File: config.mk
export PLATFORM = sky130hd
export DESIGN_NAME = uart_tx_arbiter
export DESIGN_NICKNAME = d
export VERILOG_FILES = /design/src/rtl/uart_tx_arbiter.sv
export SDC_FILE = /design/constraint.sdc
export NUM_CORES = 1
export LEC_CHECK = 0
export ABC_AREA = 0
export BUFFER_PORTS_ARGS = -buffer_cell sky130_fd_sc_hd__buf_2
export CAP_MARGIN = 20
export CORE_ASPECT_RATIO = 0.6
export CORE_MARGIN = 5
export CORE_UTILIZATION = 48
export CTS_BUF_LIST = sky130_fd_sc_hd__clkbuf_16
export DETAILED_ROUTE_END_ITERATION = 6
export GPL_ROUTABILITY_DRIVEN = 0
export PLACE_DENSITY_LB_ADDON = 0.1
export SLEW_MARGIN = 20
export SYNTH_ARGS = -nofsm -noshare
export SYNTH_HDL_FRONTEND = slang
export SYNTH_SLANG_ARGS = --single-unit
File: constraint.sdc
create_clock -name clk -period 2.19 [get_ports clk]
set_input_delay 0.438 -clock clk [delete_from_list [all_inputs] [get_ports clk]]
set_output_delay 0.438 -clock clk [all_outputs]
set_load 0.05 [all_outputs]
File: src/rtl/uart_tx_arbiter.sv
// -----------------------------------------------------------------------------
// uart_tx_arbiter
//   Shares one UART transmitter (send_en / send_data / tx_busy) between
//   NUM_REQ byte sources. Round-robin grant, one byte per grant. After a grant
//   the arbiter pulses send_en, waits for tx_busy to rise (bounded by
//   BUSY_TIMEOUT) and then for it to fall before the next grant.
//
// Parameters
//   NUM_REQ       number of requesters (2..8)
//   BUSY_TIMEOUT  max clk cycles waiting for tx_busy to rise after send_en (>=4)
//
// Ports
//   clk          system clock
//   rst_n        asynchronous active-low reset
//   req_valid    per-requester byte pending (data held until req_ready)
//   req_data     byte i at [8*i+7:8*i]
//   req_lock     (UART_TX_ARB_LOCK_EN only) keep the grant for the next byte
//   req_ready    one-cycle, one-hot accept pulse to the granted requester
//   tx_busy      transmitter busy (same clock domain)
//   send_en      one-cycle start pulse to the transmitter
//   send_data    byte to transmit, held until the next grant
//   grant_id     index of the last granted requester
//   arb_busy     high whenever the arbiter is not idle
//   timeout_err  one-cycle pulse: tx_busy never rose within BUSY_TIMEOUT
//
// Configuration macro
//   UART_TX_ARB_LOCK_EN  adds req_lock: a locked requester that still has a
//                        byte pending wins again without moving rr_ptr.
// -----------------------------------------------------------------------------
module uart_tx_arbiter #(
  parameter int NUM_REQ      = 4,
  parameter int BUSY_TIMEOUT = 16
) (
  input  logic                         clk,
  input  logic                         rst_n,
  input  logic [NUM_REQ-1:0]           req_valid,
  input  logic [8*NUM_REQ-1:0]         req_data,
`ifdef UART_TX_ARB_LOCK_EN
  input  logic [NUM_REQ-1:0]           req_lock,
`endif
  output logic [NUM_REQ-1:0]           req_ready,
  input  logic                         tx_busy,
  output logic                         send_en,
  output logic [7:0]                   send_data,
  output logic [$clog2(NUM_REQ)-1:0]   grant_id,
  output logic                         arb_busy,
  output logic                         timeout_err
);

  localparam int GW = $clog2(NUM_REQ);
  localparam int TW = $clog2(BUSY_TIMEOUT) + 1;

  typedef enum logic [1:0] {
    IDLE      = 2'd0,
    WAIT_BUSY = 2'd1,
    WAIT_DONE = 2'd2
  } state_t;

  state_t               state_reg, state_next;
  logic [GW-1:0]        rr_ptr_reg, rr_ptr_next;
  logic [TW-1:0]        tmo_cnt_reg, tmo_cnt_next;
  logic [NUM_REQ-1:0]   req_ready_reg, req_ready_next;
  logic                 send_en_reg, send_en_next;
  logic [7:0]           send_data_reg, send_data_next;
  logic [GW-1:0]        grant_id_reg, grant_id_next;
  logic                 timeout_err_reg, timeout_err_next;

  // Requester bytes as an array, and the round-robin scan order: entry k is
  // (rr_ptr + k) mod NUM_REQ, wrapped by explicit compare so non-power-of-two
  // requester counts work.
  logic [7:0]           req_byte [NUM_REQ];
  logic [GW-1:0]        scan_idx [NUM_REQ];

  genvar gi;
  generate
    for (gi = 0; gi < NUM_REQ; gi++) begin : g_scan
      logic [GW:0] sum;
      assign req_byte[gi] = req_data[8*gi +: 8];
      assign sum          = {1'b0, rr_ptr_reg} + (GW+1)'(gi);
      assign scan_idx[gi] = (sum >= (GW+1)'(NUM_REQ)) ? GW'(sum - (GW+1)'(NUM_REQ))
                                                      : sum[GW-1:0];
    end
  endgenerate

  // First valid requester in scan order (lowest k wins).
  logic          rr_found;
  logic [GW-1:0] rr_win;

  always_comb begin
    rr_found = 1'b0;
    rr_win   = '0;
    for (int k = NUM_REQ - 1; k >= 0; k--) begin
      if (req_valid[scan_idx[k]]) begin
        rr_found = 1'b1;
        rr_win   = scan_idx[k];
      end
    end
  end

  logic [GW-1:0] win;

`ifdef UART_TX_ARB_LOCK_EN
  // lock_ok remembers that the previous grant ended normally; a timeout
  // breaks the packet so round-robin resumes.
  logic lock_ok_reg, lock_ok_next;
  logic lock_win;
  assign lock_win = lock_ok_reg && req_lock[grant_id_reg] && req_valid[grant_id_reg];
  assign win      = lock_win ? grant_id_reg : rr_win;
`else
  assign win      = rr_win;
`endif

  // Next-state and output logic
  always_comb begin
    state_next       = state_reg;
    rr_ptr_next      = rr_ptr_reg;
    tmo_cnt_next     = tmo_cnt_reg;
    req_ready_next   = '0;
    send_en_next     = 1'b0;
    send_data_next   = send_data_reg;
    grant_id_next    = grant_id_reg;
    timeout_err_next = 1'b0;
`ifdef UART_TX_ARB_LOCK_EN
    lock_ok_next     = lock_ok_reg;
`endif

    case (state_reg)
      IDLE: begin
        // A foreign frame on the transmitter blocks any grant.
        if (rr_found && !tx_busy) begin
          req_ready_next[win] = 1'b1;
          send_en_next        = 1'b1;
          send_data_next      = req_byte[win];
          grant_id_next       = win;
          rr_ptr_next         = (win == GW'(NUM_REQ - 1)) ? '0 : win + GW'(1);
`ifdef UART_TX_ARB_LOCK_EN
          if (lock_win) begin
            rr_ptr_next = rr_ptr_reg;
          end
          lock_ok_next = 1'b1;
`endif
          tmo_cnt_next        = '0;
          state_next          = WAIT_BUSY;
        end
      end

      WAIT_BUSY: begin
        if (tx_busy) begin
          state_next = WAIT_DONE;
        end else if (tmo_cnt_reg == TW'(BUSY_TIMEOUT - 1)) begin
          // Transmitter never started: the byte is dropped.
          timeout_err_next = 1'b1;
          state_next       = IDLE;
`ifdef UART_TX_ARB_LOCK_EN
          lock_ok_next     = 1'b0;
`endif
        end else begin
          tmo_cnt_next = tmo_cnt_reg + TW'(1);
        end
      end

      WAIT_DONE: begin
        if (!tx_busy) begin
          state_next = IDLE;
        end
      end

      default: begin
        state_next = IDLE;
      end
    endcase
  end

  // State and output registers
  always_ff @(posedge clk or negedge rst_n) begin
    if (!rst_n) begin
      state_reg       <= IDLE;
      rr_ptr_reg      <= '0;
      tmo_cnt_reg     <= '0;
      req_ready_reg   <= '0;
      send_en_reg     <= 1'b0;
      send_data_reg   <= '0;
      grant_id_reg    <= '0;
      timeout_err_reg <= 1'b0;
`ifdef UART_TX_ARB_LOCK_EN
      lock_ok_reg     <= 1'b0;
`endif
    end else begin
      state_reg       <= state_next;
      rr_ptr_reg      <= rr_ptr_next;
      tmo_cnt_reg     <= tmo_cnt_next;
      req_ready_reg   <= req_ready_next;
      send_en_reg     <= send_en_next;
      send_data_reg   <= send_data_next;
      grant_id_reg    <= grant_id_next;
      timeout_err_reg <= timeout_err_next;
`ifdef UART_TX_ARB_LOCK_EN
      lock_ok_reg     <= lock_ok_next;
`endif
    end
  end

  assign req_ready   = req_ready_reg;
  assign send_en     = send_en_reg;
  assign send_data   = send_data_reg;
  assign grant_id    = grant_id_reg;
  assign timeout_err = timeout_err_reg;
  assign arb_busy    = (state_reg != IDLE);

endmodule

# == Yosys cells after proc, flatten, opt, wreduce, memory -nomap -nowiden ==
# Index checks and enable logic that the tools add are counted.
# word_totals
reg_bits,25
inputBits,39
out_inout_bits,17
# op_classes
addsub,9
magnitude_cmp,11
eq_ne,9
mux,42
bitwise_logic,1
reduce_logical,9
# ops
cell,n
2-bit two-way mux,13
8-bit binary-select mux with 2-bit select,1
8-bit two-way mux,2
"2-bit by 3-bit less-than comparator with 1-bit output, second input constant",5
5-bit two-way mux,3
1-bit two-way mux,14
"3-bit >= comparator, second input constant",4
5-bit case mux with 2 select lines,1
1-bit binary-select mux with 2-bit select,4
4-bit two-way mux,2
"2-bit inequality test, second input constant",4
"2-bit by 1-bit subtractor with 2-bit output, second input constant",4
"2-bit by 2-bit adder with 3-bit output, second input constant",2
2-bit case mux with 3 select lines,1
"5-bit by 1-bit adder with 5-bit output, second input constant",1
"5-bit by 4-bit == test with 1-bit output, second input constant",1
"2-bit == test, second input constant",2
4-bit AND reduction,1
2-bit nonzero test,2
"2-bit by 1-bit adder with 3-bit output, second input constant",1
"2-bit by 3-bit >= comparator with 1-bit output, second input constant",1
"3-bit inequality test, second input constant",1
2-bit NOT with 3-bit output,1
3-bit AND reduction,1
8 further kinds,9

# == Depth between registers and ports, before layout ==
# logic_depth
word_depth,15
depth_mapped,7
mapped_depth_nobuf,7

# == Least setup slack after synthesis ==
# Ideal clock, no wire load.
# synth_timing
path_type,reg-to-reg
start,register tmo_cnt_reg[0]
end,register tmo_cnt_reg[3]
arrival_time_ns,1.671
required_ns,2.069
setup_slack_ns,0.398
path_stages_with_launch,8
path_buffers,0
path_cell_list,dfrtp_1 -> ha_1 -> and3_1 -> ha_1 -> nor4b_1 -> nand4_1 -> xor2_1 -> nor2_1
# synth_via
elab_chain_len,4
# synth_lines
element,line_no,text
from (decl),61,"logic [TW-1:0] tmo_cnt_reg, tmo_cnt_next;"
from (signal assigned),191,tmo_cnt_reg <= tmo_cnt_next;
5-bit by 1-bit adder with 5-bit output,158,tmo_cnt_next = tmo_cnt_reg + TW'(1);
5-bit two-way mux,150,end else if (tmo_cnt_reg == TW'(BUSY_TIMEOUT - 1)) begin
5-bit two-way mux,148,if (tx_busy) begin
5-bit case mux with 2 select lines,127,case (state_reg)
# Parallel ways exist; a longest one is shown, timed or not. The select of a mux whose other input is x is not followed.
# A chain may end at the register's enable or synchronous reset.

# == Worst setup path in the final report ==
# Same ends and word-level chain as after synthesis.

==> flow_summary.json <==
{
  "pre_cts_slack_ns": 0.0621,
  "antenna_found_initial": 0,
  "setup_tns_ns": 0,
  "comb_power_share_pct": 48.9,
  "clockBufferDepth": 2,
  "root_buffer": "clkbuf_16",
  "synth_flop_cell": "dfrtp_1",
  "fin_ws_ns": 0.189,
  "power_per_cell_area_nw_per_um2": 1220,
  "syn_inst": 125,
  "largest_register_ffs": 8,
  "outcome": "finished, final reports clean",
  "crit_arrival_ns": 2.15,
  "wirelength_um": 3350,
  "yosys_warnings": 0,
  "grt_pass1_wl_um": 5640,
  "track_usage_pct": 17.4,
  "crit_type": "register to register",
  "htree_levels": 1,
  "required_ns": 2.34,
  "synth_cell_types": 38,
  "finalMaxSlewViolations": 0,
  "ys_seq_area_share_pct": 44.9,
  "ant_nets": 0,
  "num_rows": 15,
  "areaGrowthSynthToFinish_pct": 30.3,
  "viasPerCell": 5.28,
  "cts_buffers": 3,
  "rsz0062_at_grt": "false",
  "grt_overflow": 0,
  "ir_worst_vdd_mv": 0.496,
  "drtIter0Drc": 101,
  "pin_count": 56,
  "die_h_um": 51.7,
  "avgRoutedWirePerCell_um": 14.8,
  "drive_gt1_share_pct": 48.9,
  "internal_power_w": 0.00123,
  "vias": 1193,
  "clock_latency_ns": 0.26,
  "finalCritPeriodShare_pct": 91.4,
  "place_hpwl_um": 2540,
  "min_period_ns": 2.00,
  "seqPwrFrac_pct": 32.2,
  "placement.io_buffers": 55,
  "tritoncts": "yes",
  "drc": 0,
  "hp-class": "primary input to asynchronous set/reset pin",
  "drt_pre_antenna_iters": 4,
  "worst_setup_path_start_kind": "register",
  "start_util_pct": 49.2,
  "report.power.total_w": 0.00221,
  "die_w_um": 79.6,
  "fin_skew_ns": 0.00202,
  "first_global_vias": 1221,
  "synth_seq_cells": 25,
  "worstMarginPinSlew_ns": 0.560,
  "async_flop_share_pct": 100,
  "clkTransAtPathRegs_ns": 0.07,
  "synth_enable_flop_cells": 0,
  "critPathMaxFanout": 4,
  "timing.fmax_ghz": 0.500,
  "grt_max_degree": 26,
  "p_sw_share_pct": 44.2,
  "slew_headroom_pct": 62.7,
  "power.share.clock_pct": 18.8,
  "timing_hold_violations_final": 0,
  "diodes": 0,
  "finalSetupViolCount": 0,
  "nets": 227,
  "syn_avg_cell_area_um2": 11.2,
  "p_sw_w": 0.000977,
  "num-fill-cells": 247,
  "syn_nets": 167,
  "cp-end-kind": "register",
  "syn-cell-area_um2": 1390,
  "cts_sinks": 25,
  "die_area_um2": 4120,
  "drv_cap": 0,
  "p_leak_nw": 0.878,
  "core_region_area_um2": 2830
}
-- per-stage QoR --
step	utilization [%]	hold WS [ns]	instances	area, um2
5_1_grt	64.1	0.215	226	1820
6_report	64.1	0.161	226	1820
4_1_cts	63.4	0.187	225	1800
2_1_floorplan	-	0.142	125	1390
3_5_place_dp	60.4	0.468	221	1710
3_3_place_gp	60.4	0.455	221	1710
-- power groups by stage --
stage | clock network [W] | logic [W] | registers, W
floorplan | 0 | 0.000493 | 0.00105
global placement | 0 | 0.00104 | 0.000710
detailed placement | 0 | 0.00106 | 0.000719
CTS | 0.000423 | 0.00106 | 0.000715
global route | 0.000447 | 0.00116 | 0.000738
finish | 0.000417 | 0.00108 | 0.000713
-- cell usage in the layout, fill, tap and decap left out, drive strengths merged --
cell type	instances
clkinvlp	1
nand4	1
o21a	1
a311oi	1
nand2b	2
dfrtp	25
nor2	8
or2	2
nor3b	1
nor4b	1
clkbuf	3
o22ai	2
o221a	8
a21oi	1
xor2	3
nor2b	2
mux2	9
o22a	1
nor4	2
o21bai	1
a22o	1
a21boi	1
mux2i	2
ha	3
o21ai	11
and3	2
nand3b	1
nand3	16
and2	2
buf	60
nand2	5
inv	5
-- cell usage after synthesis (all sizes together) (3+ instances only) --
master | number | area share [%]
nand2 | 5 | 1.3
mux2 | 9 | 8.9
xor2 | 3 | 1.9
o221a | 8 | 6.5
dfrtp | 25 | 45
o21ai | 11 | 4.2
ha | 3 | 2.7
nand3 | 16 | 5.7
nor2 | 8 | 3.2
buf | 4 | 2.5
inv | 5 | 1.3
-- path summary, 6_finish.rpt --
check	endpoint	start	slack (ns)	cells after the start
min in group clk	state_reg[1]	tx_busy	0.48	2
worst max register to register	tmo_cnt_reg[3]	tmo_cnt_reg[0]	0.19	8
worst min-delay path	state_reg[0]	rst_n	0.16	1
worst min register to register	tmo_cnt_reg[4]	tmo_cnt_reg[4]	0.52	2
max in group asynchronous	send_data[7]	rst_n	1.66	1
worst max-delay path	tmo_cnt_reg[3]	tmo_cnt_reg[0]	0.19	8
-- per-layer routing --
layer,GRT usage [%],vias to the layer above,part of all wire [%]
met5,0,-,0
met4,1.71,0,0.30
met3,4.50,2,7.0
met2,27.6,43,44
met1,24.8,568,48
li1,-,580,-
-- worst max-delay path: stages (launching register included) --
cell,delay [ns]
dfrtp_1,0.42
ha_1,0.22
and3_1,0.20
ha_1,0.22
nor4b_1,0.35
buf_4,0.19
nand4_1,0.10
xor2_1,0.14
nor2_1,0.05
-- cell type report --
class	instances	area, um2	share of cell area, %
clock buffers	3	75.1	4.14
clock inverters	1	7.51	0.414
inverters	5	18.8	1.03
multi-input cells	90	711	39.1
flip-flops and latches	25	626	34.5
well taps	42	52.6	2.89
repair buffers	60	325	17.9
-- timing repair --
item / 4_1_cts / 5_1_grt
hold buffers: 0 / 0
setup endpoints to repair: 0 / 2
gates resized for setup: 0 / 0
setup buffers: 0 / 1
-- kinds of logic (layout without fill, tap and decap cells) --
family | count (synthesis) | after routing | synth area share [%]
and+or+nand+nor | 45 | 45 | 19.7
DFF | 25 | 25 | 44.9
adders and majority gates | 3 | 3 | 2.69
AOI/OAI and AO/OA | 28 | 28 | 16.3
xor gates and xnor gates | 3 | 3 | 1.89
muxes | 11 | 11 | 10.3
buffers and inverters | 10 | 69 | 4.13
Power figures use the tool's default switching activity.
